--- src/rtl/mul_seq_pkg.sv ---
// Shared types and defaults for the shift-multiplier sequencer.
package mul_seq_pkg;

  typedef enum logic [1:0] {
    IDLE = 2'd0,
    LOAD = 2'd1,
    RUN  = 2'd2,
    DONE = 2'd3
  } state_t;

  localparam int unsigned TIMEOUT_DEFAULT = 64;

endpackage

--- src/rtl/mul_shift_seq_ctrl.sv ---
// Request/response sequencer around the shift multiplier core: loads operands,
// waits for the core end flag (or a timeout), then holds the product until taken.
module mul_shift_seq_ctrl
  import mul_seq_pkg::*;
#(
  parameter int unsigned DATA_WIDTH = 8,
  parameter int unsigned TIMEOUT    = TIMEOUT_DEFAULT
) (
  input  logic                    i_clk,
  input  logic                    i_rst,
  input  logic                    i_req_valid,
  output logic                    o_req_ready,
  input  logic [DATA_WIDTH-1:0]   i_req_x,
  input  logic [DATA_WIDTH-1:0]   i_req_y,
  output logic                    o_mul_rst_n,
  output logic [DATA_WIDTH-1:0]   o_mul_x,
  output logic [DATA_WIDTH-1:0]   o_mul_y,
  input  logic                    i_mul_end,
  input  logic [2*DATA_WIDTH-1:0] i_mul_res,
  output logic                    o_rsp_valid,
  input  logic                    i_rsp_ready,
  output logic [2*DATA_WIDTH-1:0] o_rsp_res,
  output logic                    o_rsp_err
);

  localparam int unsigned CNT_W = $clog2(TIMEOUT + 1);
  localparam logic [CNT_W-1:0] CNT_LAST = CNT_W'(TIMEOUT - 1);

  state_t           state_q;
  state_t           state_d;
  logic [CNT_W-1:0] cnt;
  logic             timeout_hit;

  assign timeout_hit = (cnt == CNT_LAST);

  always_comb begin
    state_d = state_q;
    case (state_q)
      IDLE:    if (i_req_valid) state_d = LOAD;
      LOAD:    state_d = RUN;
      RUN:     if (i_mul_end || timeout_hit) state_d = DONE;
      DONE:    if (i_rsp_ready) state_d = IDLE;
      default: state_d = IDLE;
    endcase
  end

  // Ready is also gated by the raw reset so nothing is offered while it is held.
  always_comb begin
    o_req_ready = 1'b0;
    o_mul_rst_n = 1'b0;
    o_rsp_valid = 1'b0;
    case (state_q)
      IDLE:    o_req_ready = !i_rst;
      RUN:     o_mul_rst_n = 1'b1;
      DONE:    o_rsp_valid = 1'b1;
      default: ;
    endcase
  end

  always_ff @(posedge i_clk or posedge i_rst) begin
    if (i_rst) begin
      state_q   <= IDLE;
      o_mul_x   <= '0;
      o_mul_y   <= '0;
      o_rsp_res <= '0;
      o_rsp_err <= 1'b0;
      cnt       <= '0;
    end else begin
      state_q <= state_d;
      case (state_q)
        IDLE: begin
          if (i_req_valid) begin
            o_mul_x <= i_req_x;
            o_mul_y <= i_req_y;
          end
        end
        LOAD: cnt <= '0;
        RUN: begin
          cnt <= cnt + CNT_W'(1);
          // End takes priority when it coincides with the last allowed cycle.
          if (i_mul_end) begin
            o_rsp_res <= i_mul_res;
            o_rsp_err <= 1'b0;
          end else if (timeout_hit) begin
            o_rsp_res <= '0;
            o_rsp_err <= 1'b1;
          end
        end
        default: ;
      endcase
    end
  end

endmodule

--- config.mk ---
export PLATFORM = sky130hd
export DESIGN_NAME = mul_shift_seq_ctrl
export DESIGN_NICKNAME = d
export VERILOG_FILES = /design/src/rtl/mul_seq_pkg.sv /design/src/rtl/mul_shift_seq_ctrl.sv
export SDC_FILE = /design/constraint.sdc
export NUM_CORES = 1
export LEC_CHECK = 0
export BUFFER_PORTS_ARGS = -buffer_cell sky130_fd_sc_hd__buf_2
export CAP_MARGIN = 20
export CORE_MARGIN = 4
export CORE_UTILIZATION = 44
export DETAILED_ROUTE_END_ITERATION = 8
export PLACE_DENSITY = 0.86
export SLEW_MARGIN = 20
export SYNTH_ARGS = -nofsm -noshare
export SYNTH_HDL_FRONTEND = slang
export SYNTH_SLANG_ARGS = --single-unit
export TNS_END_PERCENT = 1
--- constraint.sdc ---
create_clock -name i_clk -period 1.5 [get_ports i_clk]
set_input_delay 0.15 -clock i_clk [delete_from_list [all_inputs] [get_ports i_clk]]
set_output_delay 0.15 -clock i_clk [all_outputs]
set_load 0.01 [all_outputs]
; ---- Word-level counts from Yosys, hierarchy flattened
; Cells that the tools add are included.
[totals]
reg_bits = 42
word_cells = 34
inputBits = 37
[classes]
n_addsub = 1
reduce_logical = 8
mux = 12
n_eq_ne = 7
[op_table]
columns = operator, n
row1 = 2-to-1 mux 16 bit, 2
row2 = one-hot mux 7 bit (2 select lines), 1
row3 = one-hot mux 2 bit (4 select lines), 1
row4 = adder 7 x 1 -> 7 bit (second input constant), 1
row5 = == test 7 x 6 -> 1 bit (second input constant), 1
row6 = 2-to-1 mux 2 bit, 3
row7 = != test 2 bit (second input constant), 3
row8 = 2-to-1 mux 1 bit, 5
row9 = == test 2 bit (second input constant), 2
row10 = AND reduction 2 bit, 2
row11 = nonzero test 2 bit, 2
row12 = AND reduction 3 bit, 1
row13 = == test 2 x 1 -> 1 bit (second input constant), 1
row14 = logical NOT 2 bit, 1
row15 = logical NOT 1 bit, 1
row16 = logical OR 1 bit, 1

; ---- Longest topological paths before layout
; Gate-level depths: netlist (run 1).
[depth]
ltp_word = 4
ltp_mapped = 8
mapped_depth_nobuf = 5

; ---- Worst setup path before layout (run 1)
; Ideal clock, no wire load.
[synth_timing]
path_kind = flip-flop to flip-flop
start = reg state_q[0]
end = reg state_q[0]
synth_period_minus_slack_ns = 1.558
path_stages_with_launch = 6
n_path_buf = 1
arrival_ns = 1.432
path_slack_ns = -0.058
path_cell_list = dfrtp_1 > inv_1 > ha_1 > buf_2 > or4_1 > o311a_1
[synth_between]
elab_chain_len = 3
elab_cells_between_ends = 9
cone_classes = eq/ne: 6 / mux: 1 / reduce/logical: 2
[synth_rtl]
columns = element, line
row1 = start: declaration, mul_shift_seq_ctrl.sv:29  ; state_t state_q;
row2 = start signal: assignment, mul_shift_seq_ctrl.sv:69  ; state_q <= state_d;
row3 = == test 2 bit / logical NOT 2 bit (equally long branches), mul_shift_seq_ctrl.sv:38  ; case (state_q)
row4 = != test 2 bit (no source line), n/a
row5 = AND reduction 3 bit (no source line), n/a
; Several ways; a longest one is shown, not always the timed one.
; A chain may end at the register's enable or synchronous reset.

; ---- Worst setup path in the final report (run 1)
[layout_timing]
start = reg state_q[1]
end = reg state_q[0]
; Same word-level chain as after synthesis.

==> results of run 1 <==
## placed cells by master, fill, tap and decap left out, types with 4 or more instances in the layout
cell,netlist,final
buf_4,3,16
mux2_2,16,16
clkbuf_8,0,6
a22oi_1,16,13
nand3_1,4,4
nand2_1,19,18
buf_2,2,72
dfrtp_1,42,41
o21ai_0,21,18
inv_1,8,6
## critical path, cell delays in order, from the launching register on
cell and delay, ns:
dfrtp_2 0.44, buf_6 0.13, ha_4 0.17, or4_1 0.51, o311a_1 0.12
## power by group through the flow
| stage | clock network [W] | registers, W | logic [W] |
|---|---|---|---|
| 2_1_floorplan | 0 | 0.00203 | 0.00121 |
| 3_3_place_gp | 0 | 0.00184 | 0.00222 |
| 3_5_place_dp | 0 | 0.00187 | 0.00231 |
| 4_1_cts | 0.000784 | 0.00184 | 0.00245 |
| 5_1_grt | 0.000826 | 0.00192 | 0.00287 |
| 6_report | 0.000769 | 0.00187 | 0.00262 |
## cell type report
cell class,instances,area [sq um],share of cell area (%)
Clock buffer,6,82.6,3.09
Clock inverter,2,12.5,0.468
Inverter,9,36.3,1.36
Multi-Input combinational cell,112,863,32.3
Sequential cell,42,1050,39.4
Tap cell,50,62.6,2.34
Timing Repair Buffer,93,562,21.0
## flip-flops by register name, indices dropped and copies added (netlist names)
name,cells
o_mul_y,8
state_q,2
cnt,7
o_mul_x,8
o_rsp_err,1
o_rsp_res,16
## what timing repair did
action	4_1_cts	5_1_grt
gates resized for setup	3	14
endpoints found under the hold margin	42	0
hold buffers	1	0
setup endpoints to repair	21	20
pin swaps	0	4
setup buffers	2	5
## stage by stage
step / util, % / power [W]
after floorplan: - / 0.00325
after global placement: 59.0 / 0.00406
after detailed placement: 59.0 / 0.00417
after CTS: 62.4 / 0.00508
after global routing: 64.5 / 0.00562
final: 64.5 / 0.00526
## worst paths after layout
kind | startpoint | to | slack, ns | cells after the start
max reg2reg | state_q[1] | state_q[0] | 0.02 | 4
min in group asynchronous | i_rst | o_mul_y[7] | 0.43 | 4
min reg2reg | o_mul_x[3] | o_mul_x[3] | 0.51 | 1
min | i_mul_res[11] | o_rsp_res[11] | 0.07 | 3
max in group asynchronous | i_rst | state_q[1] | 0.69 | 4
max | state_q[1] | state_q[0] | 0.02 | 4
## metal layers
metal | global-route usage [%] | wire length [um] | vias up
met2 | 30.1 | 2580 | 40
li1 | - | - | 799
met4 | 6.72 | 52 | 0
met5 | 0 | 0 | -
met3 | 4.41 | 202 | 5
met1 | 22.2 | 2010 | 827
## logic make-up after synthesis
kind of cell	Yosys count	synth area share, %
AOI/OAI and AO/OA	50	17.3
DFF	42	53.7
and+or+nand+nor	40	11.2
buffers and inverters	18	4.92
muxes	17	9.71
adders and majority gates	5	3.19
==> reports/metrics.cfg, run 1 <==
[synth]
synth_nets=214
syn_inst=172
synth_edf_count=0
yosys_most_used_dff=dfrtp_1
syn_avg_cell_area_sq_um=11.4
synthTopCellsByArea=dfrtp_1, mux2_2, a22oi_1
synth_commonest_cells=dfrtp_1, o21ai_0, nand2_1
yosysSeqAreaShare_pct=53.7
synth_area_sq_mm=0.00196
synthArstFlopShare_pct=100
ys_ff_latch=42
synth_top_area_share_pct=53.7
yosysTopAreaCell=dfrtp_1
ys_warn_count=0
synth_cell_types=37
synth_most_common_cell=dfrtp_1

[timing]
holdWs_ns=0.0719
fin_crit_sh_pct=98.6
drv_slew=0
setup_viol=0
grt_setup_unrepaired=true
max_slew_margin_pct=74.7
skew_ns=0.00674
hold_viol_final=0
fin_setup_tns_ns=0
fmax_mhz=676
tightestPinTransition_ns=0.380
layout_setup_ws_ns=0.0216
fin_crit_ns=1.48

[drt]
drcViolationCount=0
ant_nets=0
wirelength_um=4850
firstDrtPassIters=4
vias=1671
drt_iter0_drc=87
routed_via_density=5.32
post_drt_wl_per_cell_um=15.4

[clocking]
clock-root-buffer=clkbuf_8
cts_made_buffers=5
clkTransAtPathRegs_ns=0.08
clk_latency_ns=0.30
cts_tree=built
clk_path_buf_depth=2
cts_sinks=42
htree_levels=2

[placed_design]
dp_cells=298
gpl.final_weighted_congestion=0.830
placed_cell_area_sq_mm=0.00244
hpwl_um=3430
place_ws_ns=-0.0446
port_buffers=72

[setup_path]
worstPathRequired_ns=1.69
end_kind=flop
start_kind=flop
crit_path_max_fanout=7
worst-setup-path-type=reg -> reg
arrival_ns=1.67

[power_and_ir_drop]
switching_share_pct=36.4
p_per_area_mw_per_mm2=1970
p_comb_share_pct=49.9
p_sw_w=0.00191
p_leak_nw=1.29
power_frac_seq_pct=35.5
ir_drop_mv=1.01
p_int_w=0.00334
pwr-share-clk_pct=14.6

[layout]
final_cells=314
final_layout_size_suffix_gt1_share_pct=49.6
fin_area_sq_mm=0.00267
fillers=317
syn_to_final_growth_pct=36.4
antenna_cells=0
finish.net_count=305

[global_route]
grt_pass1_wl_um=7640
grt_usage_pct=17.9
antenna_found_initial=0
grt-ovfl-total=0
grt_pass1_vias=1661
grt_max_degree=31

[die]
dieArea_sq_mm=0.00558
row_count=23
dieHeight_um=74.7
start_util_pct=47.3
die_w_um=74.7
coreArea_sq_mm=0.00414
io_pins=73

[min_path]
hp-class=in -> reg

[flow_run]
max_cap_viol_count=0

[outcome]
status=complete, no violations

No activity file was read; power rests on OpenSTA's default activity.
==> run 2: changes to the inputs <==
ABC_AREA = 1   (was default)
CORE_UTILIZATION = 43   (was 44)
==> run 2 against run 1 <==
The run now ends with hold timing left; clock power grew 11%; area after synthesis shrank 8.1%; sequential share of layout area grew 4.4 points.
==> reports/metrics.cfg, run 2 <==
[setup_path]
crit_slowest_cell=dfrtp_2
crit_path_max_fanout=4  ; -3
start_kind=flop
crit_path_frequent_cell=inv_1
worstPathRequired_ns=1.35  ; -0.34 ns
arrival_ns=1.28  ; -0.39 ns
cp.depth=5  ; +1
cp_num_buf_inv=3  ; +2
crit_family=flip-flops
end_kind=primary output
worst-setup-path-type=reg -> out
cp_slowest_stage_delay_ns=0.45  ; -0.06 ns
crit_path_cell_trace=inv_1 -> ha_2 -> inv_1 -> nor2_1 -> buf_2
r2r_cells=7  ; +3

[global_route]
grt_max_degree=43  ; +39%
grt_pass1_wl_um=5990  ; -22%
grt-ovfl-total=0  ; unchanged
antenna_found_initial=0  ; unchanged
grt_usage_pct=14.5  ; -3.3 points
grt_pass1_vias=1401  ; -16%

[layout]
multi_input_area_sq_um=688  ; -20%
fin_area_sq_mm=0.00240  ; -10%
final_cells=310  ; -1.3%
final_layout_size_suffix_gt1_share_pct=44.6  ; -5.0 points
syn_to_final_growth_pct=33.5
largest_register_ffs=16  ; unchanged
fillers=333  ; +5.0%
final_util_pct=59.6  ; -4.8 points
top_register=o_rsp_res
mostFrequentLayoutCell=buf_2
top_regs=o_rsp_res: 16 flops, o_mul_x: 8 flops, o_mul_y: 8 flops
antenna_cells=0  ; unchanged
final-seq-area_sq_mm=0.00105  ; unchanged
finish.net_count=301  ; -1.3%
layout_common_cells=buf_2, nand2_1, dfrtp_1

[power_and_ir_drop]
ir_drop_mv=0.943  ; -6.6%
p_leak_nw=1.32  ; +2.1%
p_per_area_mw_per_mm2=2070  ; +5.2%

[drt]
post_drt_wl_per_cell_um=11.7  ; -24%
ant_nets=0  ; unchanged
routed_via_density=4.64  ; -13%
vias=1437  ; -14%
firstDrtPassIters=4  ; unchanged
wirelength_um=3640  ; -25%
drt_iter0_drc=41  ; -53%
drcViolationCount=0  ; unchanged

[timing]
skew_ns=0.00240  ; -0.00434 ns
layout_setup_ws_ns=0.0737  ; +0.0520 ns
hold_viol_final=34  ; +34
setup_viol=0  ; unchanged
fmax_mhz=701  ; +3.6%
holdWs_ns=-0.00932  ; -0.0812 ns
tightestPinTransition_ns=0.498  ; +0.118 ns
max_slew_margin_pct=66.8  ; -7.9 points
fin_crit_ns=1.43  ; -0.0520 ns
grt_setup_unrepaired=true
drv_slew=0  ; unchanged
fin_crit_sh_pct=95.1  ; -3.5 points

[placed_design]
gpl.final_weighted_congestion=0.822  ; -0.98%
hpwl_um=2760  ; -19%
place_ws_ns=0.0227  ; +0.0673 ns
port_buffers=72  ; unchanged
placed_cell_area_sq_mm=0.00225  ; -7.8%
dp_cells=301  ; +1.0%

[min_path]
hp-class=in -> async

[die]
dieHeight_um=72.7  ; -2.7%
coreArea_sq_mm=0.00403  ; -2.8%
dieArea_sq_mm=0.00528  ; -5.3%
io_pins=73  ; unchanged
die_w_um=72.7  ; -2.7%
start_util_pct=44.7  ; -2.6 points
row_count=23  ; unchanged

[synth]
yosysTopAreaCell=dfrtp_1
yosys.area_share.simple_pct=18.8  ; +7.7 points
synth_top_family_by_area=simple AND/OR/NAND/NOR gates
synth_commonest_cells=nand2_1, dfrtp_1, mux2_2
synth-compound-area-share_pct=4.24  ; -13 points
synthArstFlopShare_pct=100  ; unchanged
synthTopCellsByArea=dfrtp_1, nand2_1, mux2_2
muxShareOfSynthArea_pct=10.0  ; +0.30 points
synth_area_sq_mm=0.00180  ; -8.1%
ys_ff_latch=42  ; unchanged
ys_warn_count=0  ; unchanged
synth_most_common_cell=nand2_1
yosys_most_used_dff=dfrtp_1
synth_cell_types=24  ; -35%
syn_avg_cell_area_sq_um=10.2  ; -11%
synth_xor_xnor_area_share_pct=0  ; unchanged
synth_fa_ha_area_share_pct=3.48  ; +0.28 points
syn_inst=177  ; +2.9%
synth_edf_count=0  ; unchanged
synth_top_area_share_pct=58.4  ; +4.7 points
yosysSeqAreaShare_pct=58.4  ; +4.7 points
synth_nets=219  ; +2.3%

[outcome]
failed_checks=hold timing
status=complete, but fails checks

[flow_run]
max_cap_viol_count=0  ; unchanged

[clocking]
clk_path_buf_depth=2  ; unchanged
cts_made_buffers=5  ; unchanged
clkTransAtPathRegs_ns=0.07  ; about the same
cts_sinks=42  ; unchanged
htree_levels=2  ; unchanged
cts_tree=built
clk_latency_ns=0.28  ; -0.02 ns
clock-root-buffer=clkbuf_8

-- run 2: cells by family after synthesis --
logic type,count (synthesis)
buf+inv,20
compound gates,12
simple gates,82
fa+ha+maj,5
mux,16
flops,42
-- run 2: layout make-up --
| class | count | share of cell area (%) |
|---|---|---|
| clock inverters | 1 | 1.25 |
| multi-input cells | 115 | 28.6 |
| inverters | 15 | 2.34 |
| clock buffers | 7 | 3.18 |
| repair buffers | 80 | 18.2 |
| flip-flops and latches | 42 | 43.8 |
| well taps | 50 | 2.60 |
-- run 2: power by group --
part | internal [W] | switching [W]
registers | 0.00163 | 0.000261
logic | 0.00105 | 0.00117
clock network | 0.000498 | 0.000352
-- run 2: final timing paths --
kind / to / slack [ns] / startpoint
worst max register to register: cnt[5] / 0.08 / state_q[1]
worst max-delay path: o_req_ready / 0.07 / state_q[1]
worst min register to register: o_rsp_res[10] / 0.47 / o_rsp_res[10]
max in group asynchronous: state_q[1] / 1.14 / i_rst
worst min-delay path: o_mul_y[3] / -0.009 / i_rst
min in group i_clk: o_rsp_res[7] / 0.06 / i_mul_res[7]
-- run 2: metal layers --
| layer | GRT usage, % | up-vias | share of wire (%) |
|---|---|---|---|
| met5 | 0 | - | 0 |
| met1 | 16.4 | 652 | 40 |
| li1 | - | 720 | - |
| met3 | 5.37 | 4 | 9.7 |
| met2 | 25.5 | 61 | 49 |
| met4 | 4.30 | 0 | 0.85 |
-- run 2: worst reg2reg max path: cells and delay by family, from the launching register on --
family / cells / cell delay [ns]
buf+inv: 1 / 0.08
flops: 1 / 0.41
fa+ha+maj: 1 / 0.36
simple gates: 5 / 0.46
-- run 2: timing repair --
action	4_1_cts	5_1_grt
setup endpoints to repair	1	17
resized for setup	4	6
setup buffers	0	1
hold buffers	0	0
endpoints found under the hold margin	0	0
-- run 2: stage by stage --
stage | power [W] | hold WS (ns) | setup TNS [ns]
after floorplan | 0.00319 | 0.267 | 0
after global placement | 0.00395 | 0.316 | 0
after detailed placement | 0.00405 | 0.312 | 0
after CTS | 0.00496 | 0.00321 | 0
after global routing | 0.00541 | 0.0442 | -0.219
final | 0.00497 | -0.00932 | 0
==> run 3: changes to the inputs <==
clock period = 1.2 ns   (was 1.5 ns; I/O delays follow)
==> run 3 against run 2 <==
The flow finishes with violations (setup timing); routed wire length is 7.5% higher; design area rose by 6.8%; non-clock buffer count increased by 8; register-to-register slack worse by 0.19 ns; count of clock-buffer cells in the layout fell by 2; power is 33% higher; final cell count rose by 2.6%; utilization up 4.0 points; first-iteration DRC count grew 63%; critical path depth fell by 1; sequential cell count unchanged; highest routed layer unchanged.
==> reports/metrics.cfg, run 3 (synthesized netlist as in run 2, its figures left out) <==
[global_route]
grt-ovfl-total=0  ; unchanged
grt_max_degree=43  ; unchanged
grt_pass1_wl_um=6220  ; +3.8%
grt_pass1_vias=1445  ; +3.1%
antenna_found_initial=0  ; unchanged
grt_usage_pct=15.1  ; +0.58 points

[min_path]
hp-class=in -> reg

[setup_path]
r2r-end=cnt[6]
r2r_cells=7  ; unchanged
reg2reg_slack_ns=-0.11  ; -0.19 ns
crit_path_frequent_cell=buf_6
worstPathRequired_ns=1.08  ; -0.27 ns
start_kind=flop
arrival_ns=1.23  ; -0.05 ns
crit_path_cell_trace=buf_6 -> ha_4 -> buf_6 -> buf_6
end_kind=primary output
crit_path_max_fanout=5  ; +1
cp_slowest_stage_delay_ns=0.42  ; -0.03 ns
worst-setup-path-type=reg -> out
crit_slowest_cell=dfrtp_1
rr_startpoint=state_q[1]
critPathLaunch=state_q[1]
crit_end=o_mul_rst_n

[layout]
antenna_cells=0  ; unchanged
fin_area_sq_mm=0.00256  ; +6.8%
syn_to_final_growth_pct=42.6
largest_register_ffs=16  ; unchanged
final_cells=318  ; +2.6%
top_regs=o_rsp_res: 16 flops, o_mul_x: 8 flops, o_mul_y: 8 flops
layout_common_cells=buf_2, nand2_1, dfrtp_1
final_layout_size_suffix_gt1_share_pct=49.6  ; +5.0 points
fillers=338  ; +1.5%
finish.net_count=309  ; +2.7%
mostFrequentLayoutCell=buf_2
top_register=o_rsp_res

[timing]
tightestPinTransition_ns=0.213  ; -0.285 ns
fin_crit_ns=1.35
layout_setup_ws_ns=-0.146  ; -0.219 ns
drv_slew=0  ; unchanged
grt_setup_unrepaired=true
skew_ns=0.00845  ; +0.00604 ns
hold_viol_final=0  ; -100%
setup_viol=42  ; +42
fin_crit_sh_pct=112
fmax_mhz=743
max_slew_margin_pct=85.7  ; +19 points
holdWs_ns=0.0227  ; +0.0320 ns

[placed_design]
hpwl_um=2980  ; +7.9%
placed_cell_area_sq_mm=0.00240  ; +6.7%
dp_cells=309  ; +2.7%
port_buffers=72  ; unchanged
gpl.final_weighted_congestion=0.866  ; +5.3%

[power_and_ir_drop]
ir_drop_mv=1.11  ; +18%
p_per_area_mw_per_mm2=2580  ; +24%
p_leak_nw=1.40  ; +6.2%

[drt]
firstDrtPassIters=4  ; unchanged
vias=1486  ; +3.4%
post_drt_wl_per_cell_um=12.3  ; +4.8%
wirelength_um=3920  ; +7.5%
routed_via_density=4.67  ; +0.81%
drcViolationCount=0  ; unchanged
drt_iter0_drc=67  ; +63%
ant_nets=0  ; unchanged

[clocking]
clk_latency_ns=0.29  ; about the same
cts_sinks=42  ; unchanged
htree_levels=2  ; unchanged
clock-root-buffer=clkbuf_8
cts_made_buffers=5  ; unchanged
clk_path_buf_depth=2  ; unchanged
cts_tree=built
cts_setup_buffers=0  ; unchanged
clkTransAtPathRegs_ns=0.08  ; about the same

[die]
row_count=23  ; unchanged
io_pins=73  ; unchanged
dieHeight_um=72.7  ; unchanged
die_w_um=72.7  ; unchanged
dieArea_sq_mm=0.00528  ; unchanged
start_util_pct=44.7  ; unchanged
coreArea_sq_mm=0.00403  ; unchanged

[flow_run]
max_cap_viol_count=0  ; unchanged

[outcome]
status=complete, but fails checks
failed_checks=setup timing

==> run 3: changes by cell type in the layout (fill, tap and decap cells not counted), moves of 2 or more <==
cell,previous run,this run
buf_4,6,10
buf_6,1,4
clkbuf_1,2,0
clkinv_4,0,2
inv_1,12,7
inv_2,2,5
mux2_2,16,6
mux2_4,0,10
nand2_8,0,2
==> run 3: layout make-up <==
type | instances | area, sq um | area share [%]
sequential | 42 | 1050 | 41.0
inverter | 15 | 63.8 | 2.49
multi-input combinational | 115 | 772 | 30.1
clock buffer | 5 | 68.8 | 2.68
timing repair buffer | 88 | 526 | 20.5
clock inverter | 3 | 21.3 | 0.829
tap | 50 | 62.6 | 2.44
==> run 3: worst min path at each step <==
| stage | from | end | slack [ns] | depth (start not counted) |
|---|---|---|---|---|
| floorplan | i_mul_res[0] | o_rsp_res[0] | 0.24 | 2 |
| global placement | i_rst | o_mul_x[4] | 0.18 | 3 |
| detailed placement | i_rst | o_mul_x[3] | 0.18 | 3 |
| CTS | i_mul_res[12] | o_rsp_res[12] | 0.02 | 3 |
| global route | i_mul_res[13] | o_rsp_res[13] | 0.02 | 3 |
| finish | i_mul_res[14] | o_rsp_res[14] | 0.02 | 3 |
==> run 3: layer usage <==
metal / global-route usage [%] / part of all wire [%] / up-vias
li1: - / - / 745
met1: 17.0 / 40 / 690
met2: 27.4 / 53 / 49
met3: 4.27 / 7.1 / 2
met4: 4.71 / 0.43 / 0
met5: 0 / 0 / -
==> run 3: report_power, final <==
group	total, W	internal, W	switching [W]
Sequential	0.00235	0.00204	0.000316
Combinational	0.00338	0.00169	0.00168
Clock	0.000875	0.000408	0.000467
Total	0.00661	0.00414	0.00247
==> run 3: repair_timing <==
action,in CTS,in global routing
gates resized for setup,13,3
endpoints found under the hold margin,42,0
gates cloned,0,0
setup endpoints to repair,43,44
hold buffers,1,0
pin swaps,4,1
==> run 3: per-stage QoR <==
| stage | utilization, % | setup WS (ns) | setup TNS [ns] | power, W |
|---|---|---|---|---|
| floorplan | - | -0.112 | -2.36 | 0.00440 |
| global placement | 59.7 | -0.0966 | -2.68 | 0.00546 |
| detailed placement | 59.7 | -0.154 | -4.44 | 0.00559 |
| CTS | 63.4 | -0.170 | -2.97 | 0.00666 |
| global route | 63.7 | -0.202 | -5.33 | 0.00708 |
| finish | 63.7 | -0.146 | -2.68 | 0.00661 |
==> run 3: critical path: cells and delay by family (launching register included) <==
| kind | cells | cell delay (ns) |
|---|---|---|
| flops | 1 | 0.42 |
| fa+ha+maj | 1 | 0.17 |
| buf+inv | 3 | 0.35 |
